$ cat config.mk
export PLATFORM = sky130hd
export DESIGN_NAME = spi_periph
export DESIGN_NICKNAME = d
export VERILOG_FILES = /design/src/rtl/spi_periph.sv
export SDC_FILE = /design/constraint.sdc
export NUM_CORES = 1
export LEC_CHECK = 0
export BUFFER_PORTS_ARGS = -buffer_cell sky130_fd_sc_hd__buf_4
export CAP_MARGIN = 10
export CELL_PAD_IN_SITES_DETAIL_PLACEMENT = 1
export CELL_PAD_IN_SITES_GLOBAL_PLACEMENT = 1
export CORE_MARGIN = 2
export CORE_UTILIZATION = 49
export DETAILED_ROUTE_END_ITERATION = 7
export PLACE_DENSITY_LB_ADDON = 0.1
export SLEW_MARGIN = 15
export SYNTH_ARGS = -nofsm -noshare
export SYNTH_HDL_FRONTEND = slang
export SYNTH_SLANG_ARGS = --single-unit
$ cat constraint.sdc
create_clock -name i_clk -period 1.95 [get_ports i_clk]
set_input_delay 0.0975 -clock i_clk [delete_from_list [all_inputs] [get_ports i_clk]]
set_output_delay 0.0975 -clock i_clk [all_outputs]
set_load 0.005 [all_outputs]
$ cat src/rtl/spi_periph.sv
// SPI mode-0 target (MSB first), oversampled in the i_clk domain, with a one-entry TX holding buffer.
// Define SPI_PERIPH_ERR_EN to add the o_frame_err / o_tx_underrun pulse outputs.
module spi_periph #(
    parameter int          SYNC_STAGES = 2,
    parameter logic [7:0]  IDLE_BYTE   = 8'hFF
) (
    input  logic       i_clk,
    input  logic       i_rst,
    input  logic       i_sclk,
    input  logic       i_cs,
    input  logic       i_pico,
    output logic       o_poci,
    input  logic [7:0] i_tx_byte,
    input  logic       i_tx_valid,
    output logic       o_tx_ready,
    output logic [7:0] o_rx_byte,
    output logic       o_rx_valid,
    output logic       o_busy
`ifdef SPI_PERIPH_ERR_EN
    ,
    output logic       o_frame_err,
    output logic       o_tx_underrun
`endif
);

    typedef enum logic {ST_IDLE, ST_ACTIVE} state_t;

    logic [SYNC_STAGES-1:0] r_sclk_sync;
    logic [SYNC_STAGES-1:0] r_cs_sync;
    logic [SYNC_STAGES-1:0] r_pico_sync;
    logic                   r_sclk_d;
    logic                   r_cs_d;
    logic                   r_pico_d;
    logic                   r_sclk_rise;
    logic                   r_sclk_fall;
    logic                   r_cs_rise;
    logic                   r_cs_fall;

    state_t     r_state;
    logic [2:0] r_bit_cnt;
    logic [6:0] r_rx_sr;
    logic [7:0] r_tx_sr;
    logic [7:0] r_rx_byte;
    logic       r_rx_valid;
    logic [7:0] r_buf;
    logic       r_buf_full;

    logic       w_wr;
    logic       w_load;
    logic [7:0] w_load_byte;

    // Edge pulses are registered so every action lands SYNC_STAGES+2 cycles after the pin edge;
    // r_pico_d is aligned with them so the sampled data bit matches the detected SCLK rise.
    always_ff @(posedge i_clk or posedge i_rst) begin
        if (i_rst) begin
            r_sclk_sync <= '0;
            r_cs_sync   <= '0;
            r_pico_sync <= '0;
            r_sclk_d    <= 1'b0;
            r_cs_d      <= 1'b0;
            r_pico_d    <= 1'b0;
            r_sclk_rise <= 1'b0;
            r_sclk_fall <= 1'b0;
            r_cs_rise   <= 1'b0;
            r_cs_fall   <= 1'b0;
        end else begin
            r_sclk_sync <= {r_sclk_sync[SYNC_STAGES-2:0], i_sclk};
            r_cs_sync   <= {r_cs_sync[SYNC_STAGES-2:0], i_cs};
            r_pico_sync <= {r_pico_sync[SYNC_STAGES-2:0], i_pico};
            r_sclk_d    <= r_sclk_sync[SYNC_STAGES-1];
            r_cs_d      <= r_cs_sync[SYNC_STAGES-1];
            r_pico_d    <= r_pico_sync[SYNC_STAGES-1];
            r_sclk_rise <= r_sclk_sync[SYNC_STAGES-1] & ~r_sclk_d;
            r_sclk_fall <= ~r_sclk_sync[SYNC_STAGES-1] & r_sclk_d;
            r_cs_rise   <= r_cs_sync[SYNC_STAGES-1] & ~r_cs_d;
            r_cs_fall   <= ~r_cs_sync[SYNC_STAGES-1] & r_cs_d;
        end
    end

    assign w_wr        = i_tx_valid & ~r_buf_full;
    assign w_load      = ((r_state == ST_IDLE) & r_cs_fall) |
                         ((r_state == ST_ACTIVE) & ~r_cs_rise & r_sclk_fall & (r_bit_cnt == 3'd0));
    assign w_load_byte = r_buf_full ? r_buf : IDLE_BYTE;

    // A write can only land while the buffer is empty, so it never collides with a load that drains it.
    always_ff @(posedge i_clk or posedge i_rst) begin
        if (i_rst) begin
            r_buf      <= 8'h00;
            r_buf_full <= 1'b0;
        end else if (w_wr) begin
            r_buf      <= i_tx_byte;
            r_buf_full <= 1'b1;
        end else if (w_load) begin
            r_buf_full <= 1'b0;
        end
    end

    always_ff @(posedge i_clk or posedge i_rst) begin
        if (i_rst) begin
            r_state    <= ST_IDLE;
            r_bit_cnt  <= 3'd0;
            r_rx_sr    <= 7'd0;
            r_tx_sr    <= 8'h00;
            r_rx_byte  <= 8'h00;
            r_rx_valid <= 1'b0;
        end else begin
            r_rx_valid <= 1'b0;
            case (r_state)
                ST_IDLE: begin
                    if (r_cs_fall) begin
                        r_tx_sr   <= w_load_byte;
                        r_bit_cnt <= 3'd0;
                        r_state   <= ST_ACTIVE;
                    end
                end
                ST_ACTIVE: begin
                    // CS release outranks any SCLK edge seen in the same cycle.
                    if (r_cs_rise) begin
                        r_state   <= ST_IDLE;
                        r_bit_cnt <= 3'd0;
                        r_rx_sr   <= 7'd0;
                        r_tx_sr   <= 8'h00;
                    end else if (r_sclk_rise) begin
                        r_rx_sr   <= {r_rx_sr[5:0], r_pico_d};
                        r_bit_cnt <= r_bit_cnt + 3'd1;
                        if (r_bit_cnt == 3'd7) begin
                            r_rx_byte  <= {r_rx_sr, r_pico_d};
                            r_rx_valid <= 1'b1;
                        end
                    end else if (r_sclk_fall) begin
                        if (r_bit_cnt != 3'd0) begin
                            r_tx_sr <= {r_tx_sr[6:0], 1'b0};
                        end else begin
                            r_tx_sr <= w_load_byte;
                        end
                    end
                end
                default: r_state <= ST_IDLE;
            endcase
        end
    end

`ifdef SPI_PERIPH_ERR_EN
    logic r_frame_err;
    logic r_tx_underrun;

    always_ff @(posedge i_clk or posedge i_rst) begin
        if (i_rst) begin
            r_frame_err   <= 1'b0;
            r_tx_underrun <= 1'b0;
        end else begin
            r_frame_err   <= (r_state == ST_ACTIVE) & r_cs_rise & (r_bit_cnt != 3'd0);
            r_tx_underrun <= w_load & ~r_buf_full;
        end
    end

    assign o_frame_err   = r_frame_err;
    assign o_tx_underrun = r_tx_underrun;
`endif

    // The shift register is zero outside a frame, so its MSB doubles as the idle-low POCI level.
    assign o_poci     = r_tx_sr[7];
    assign o_tx_ready = ~r_buf_full;
    assign o_rx_byte  = r_rx_byte;
    assign o_rx_valid = r_rx_valid;
    assign o_busy     = (r_state == ST_ACTIVE);

endmodule

==> out/qor.txt <==
Rows = 23
Outcome = completed
Peak Freq = 586 MHz
Post-CTS Resized = 0
Clock skew = 0.00744 ns
Crit path largest cell delay = 0.42 ns
Drt total wl = 3.79 mm
Final setup TNS = 0 ns
Most common cell after layout, fill and taps aside = dfrtp_1
Via/cell ratio = 5.41
Main synth FF type = dfrtp_1
R2R depth = 6
Via count = 1265
Crit-path max FO = 8
Grt total ovfl = 0
Unrepaired setup endpoints after global routing = false
Final cell count without fillers = 234
Peak supply drop = 560 µV
Worst-path clk slew = 0.09 ns
Worst-margin pin slew = 0.537 ns
Period utilisation layout = 87.5%
Reg-to-Reg End = r_tx_sr[3]
Top-level I/O count = 26
R2R setup slack = 0.24 ns
Final worst slack = 0.244 ns
Slowest-stage cell, CP = dfrtp_1
Placed cell area = 0.00226 mm²
Pins over their slew limit = 0
Setup crit start kind = register
Final setup viols = 0
WHS Endpoint = r_buf[7]
Die Ht = 68.3 µm
Hold depth = 2
Commonest cells after routing, fill and taps aside = dfrtp_1, buf_4, nand2_1
Rel. slew slack = 64.2%
GRT Overall Usage = 18.5%
Area grow syn2layout = 18.2%
Largest delay contributor family on the critical path = compound AO/OA/AOI/OAI gates
Worst Path Class, Setup = register to register
Final-report hold violation count = 0
CTS max path bufs = 2
Maxcap violations = 0
Clk sinks = 50
Core Box Area = 0.00400 mm²
Clock latency at the later pin of the worst-skew pair = 0.30 ns
Dpl cells = 222
Layout Nets = 200
Antenna diodes = 0
Synth Net Count = 167
Initial antenna violation count = 0
Post-layout min period = 1.71 ns
CTS tree = yes
Crit path required time = 2.17 ns
First-pass GRT wire length = 6.22 mm
Yosys warning count = 0
HPWL after DPL = 2.71 mm
Drt pass-1 iters = 4
Die Width = 68.3 µm
Share of layout cells above drive strength 1 = 36.4%
EDFF count, synth = 0
Ys async rst share = 100%
Mapped cell area = 0.00203 mm²
Post-CTS Setup Bufs = 0
Pin count of the biggest net entering global routing = 30
Die area = 0.00466 mm²
Count of cell types in the netlist = 29
H-tree Lvls = 2
Synth Instances = 150
ANT nets after route = 0
1st-iter DRT viols = 46
Port-buffer cells = 25
Crit path cell chain = inv_1, ha_1, nand2b_1, o21ai_1, o21ai_0, a31oi_1
WP buf/inv = 1
CTS buffer count = 5
Worst hold start = i_tx_byte[7]
Crit. End Element = register
Yosys reg bits = 50
Post-synthesis sequential area ratio = 61.8%
Routed len/inst = 16.2 µm
Worst min path class = input pin to register
RR Startpoint = r_bit_cnt[0]
Leakage = 0.00114 µW
Pre-CTS WS = 0.259 ns
Initial core utilization = 50.6%
RD Place Congestion = 0.734
PwrDens = 1120 mW/mm²
CP arrival = 1.92 ns
CP Launch Point = r_bit_cnt[0]
Final standard cell area without fillers = 0.00239 mm²
Vias in the first global route = 1370
CTS Hold Bufs = 4
Avg Cell Area, Syn = 13.5 µm²
Root Driver = clkbuf_8
Drt drc = 0
[synthesized netlist by cell type, types with 2 or more instances]
library cell / count / area [µm²]
ha_1: 3 / 37.5
a31oi_1: 7 / 43.8
nor2b_1: 7 / 43.8
buf_6: 3 / 33.8
buf_2: 2 / 10.0
inv_1: 8 / 30.0
nor2_1: 7 / 26.3
dfrtp_1: 50 / 1250
o21ai_0: 9 / 45.0
nand2_1: 11 / 41.3
o22a_2: 2 / 20.0
o22ai_1: 4 / 25.0
mux2_2: 8 / 90.1
nand2b_1: 2 / 12.5
mux2_4: 8 / 120
a22o_2: 6 / 60.1
[sequential cells by signal, indices dropped and copies added (netlist names), 2 cells and up]
| register | flops |
|---|---|
| o_rx_byte | 8 |
| r_buf | 8 |
| r_tx_sr | 8 |
| r_rx_sr | 7 |
| r_bit_cnt | 3 |
| r_cs_sync | 2 |
| r_pico_sync | 2 |
| r_sclk_sync | 2 |
[stage by stage]
stage	power [µW]	util, %	hold slack [ns]
final	2680	59.9	0.0255
after global routing	2840	59.9	0.0129
after CTS	2710	59.9	0.0174
after floorplan	1870	-	0.129
after global placement	2010	56.5	0.147
after detailed placement	2080	56.5	0.155
[layout make-up]
| cell class | instances | area [µm²] |
|---|---|---|
| clock inverter | 2 | 12.5 |
| tap | 50 | 62.6 |
| timing repair buffer | 31 | 255 |
| sequential | 50 | 1250 |
| fill | 399 | 1610 |
| inverter | 9 | 33.8 |
| clock buffer | 6 | 82.6 |
| multi-input combinational | 86 | 697 |
[kinds of logic (layout without fill, tap and decap cells)]
| group | after synthesis | in the layout | share of synthesized area [%] |
|---|---|---|---|
| muxes | 16 | 16 | 10.4 |
| adders and majority gates | 3 | 3 | 1.85 |
| AOI/OAI and AO/OA | 33 | 33 | 11.9 |
| DFF | 50 | 50 | 61.8 |
| and+or+nand+nor | 34 | 34 | 10.3 |
| buffers and inverters | 14 | 48 | 3.83 |
[worst reg2reg max path, delay by kind of cell (launching register included)]
| family | cells | cell delay [ns] |
|---|---|---|
| AO/OA/AOI/OAI | 3 | 0.89 |
| adder cells (fa/ha/maj) | 1 | 0.17 |
| AND/OR/NAND/NOR | 1 | 0.06 |
| buffers and inverters | 1 | 0.09 |
| flip-flops | 1 | 0.42 |
[how the worst max path moves through the flow]
stage	endpoint	slack, ns	cells past startpoint
4_1_cts	r_tx_sr[3]	0.23	6
3_5_place_dp	r_tx_sr[3]	0.26	6
2_1_floorplan	o_rx_byte[0]	0.61	4
6_report	r_tx_sr[3]	0.24	6
3_3_place_gp	o_rx_byte[0]	0.44	4
5_1_grt	r_tx_sr[6]	0.11	6
[power by group]
group | total [µW] | internal (µW) | switching [µW]
registers | 1440 | 1280 | 161
logic | 614 | 315 | 300
clock network | 623 | 285 | 337
total | 2680 | 1880 | 797
[per-layer routing]
layer  track usage (%)  wire length (µm)  vias up
li1                  -                 -      584
met1              20.1              1600      647
met2              33.6              1990       26
met3              5.92               127        8
met4              6.50                73        0
met5                 0                 0        -
(Power assumes the default switching activity.)
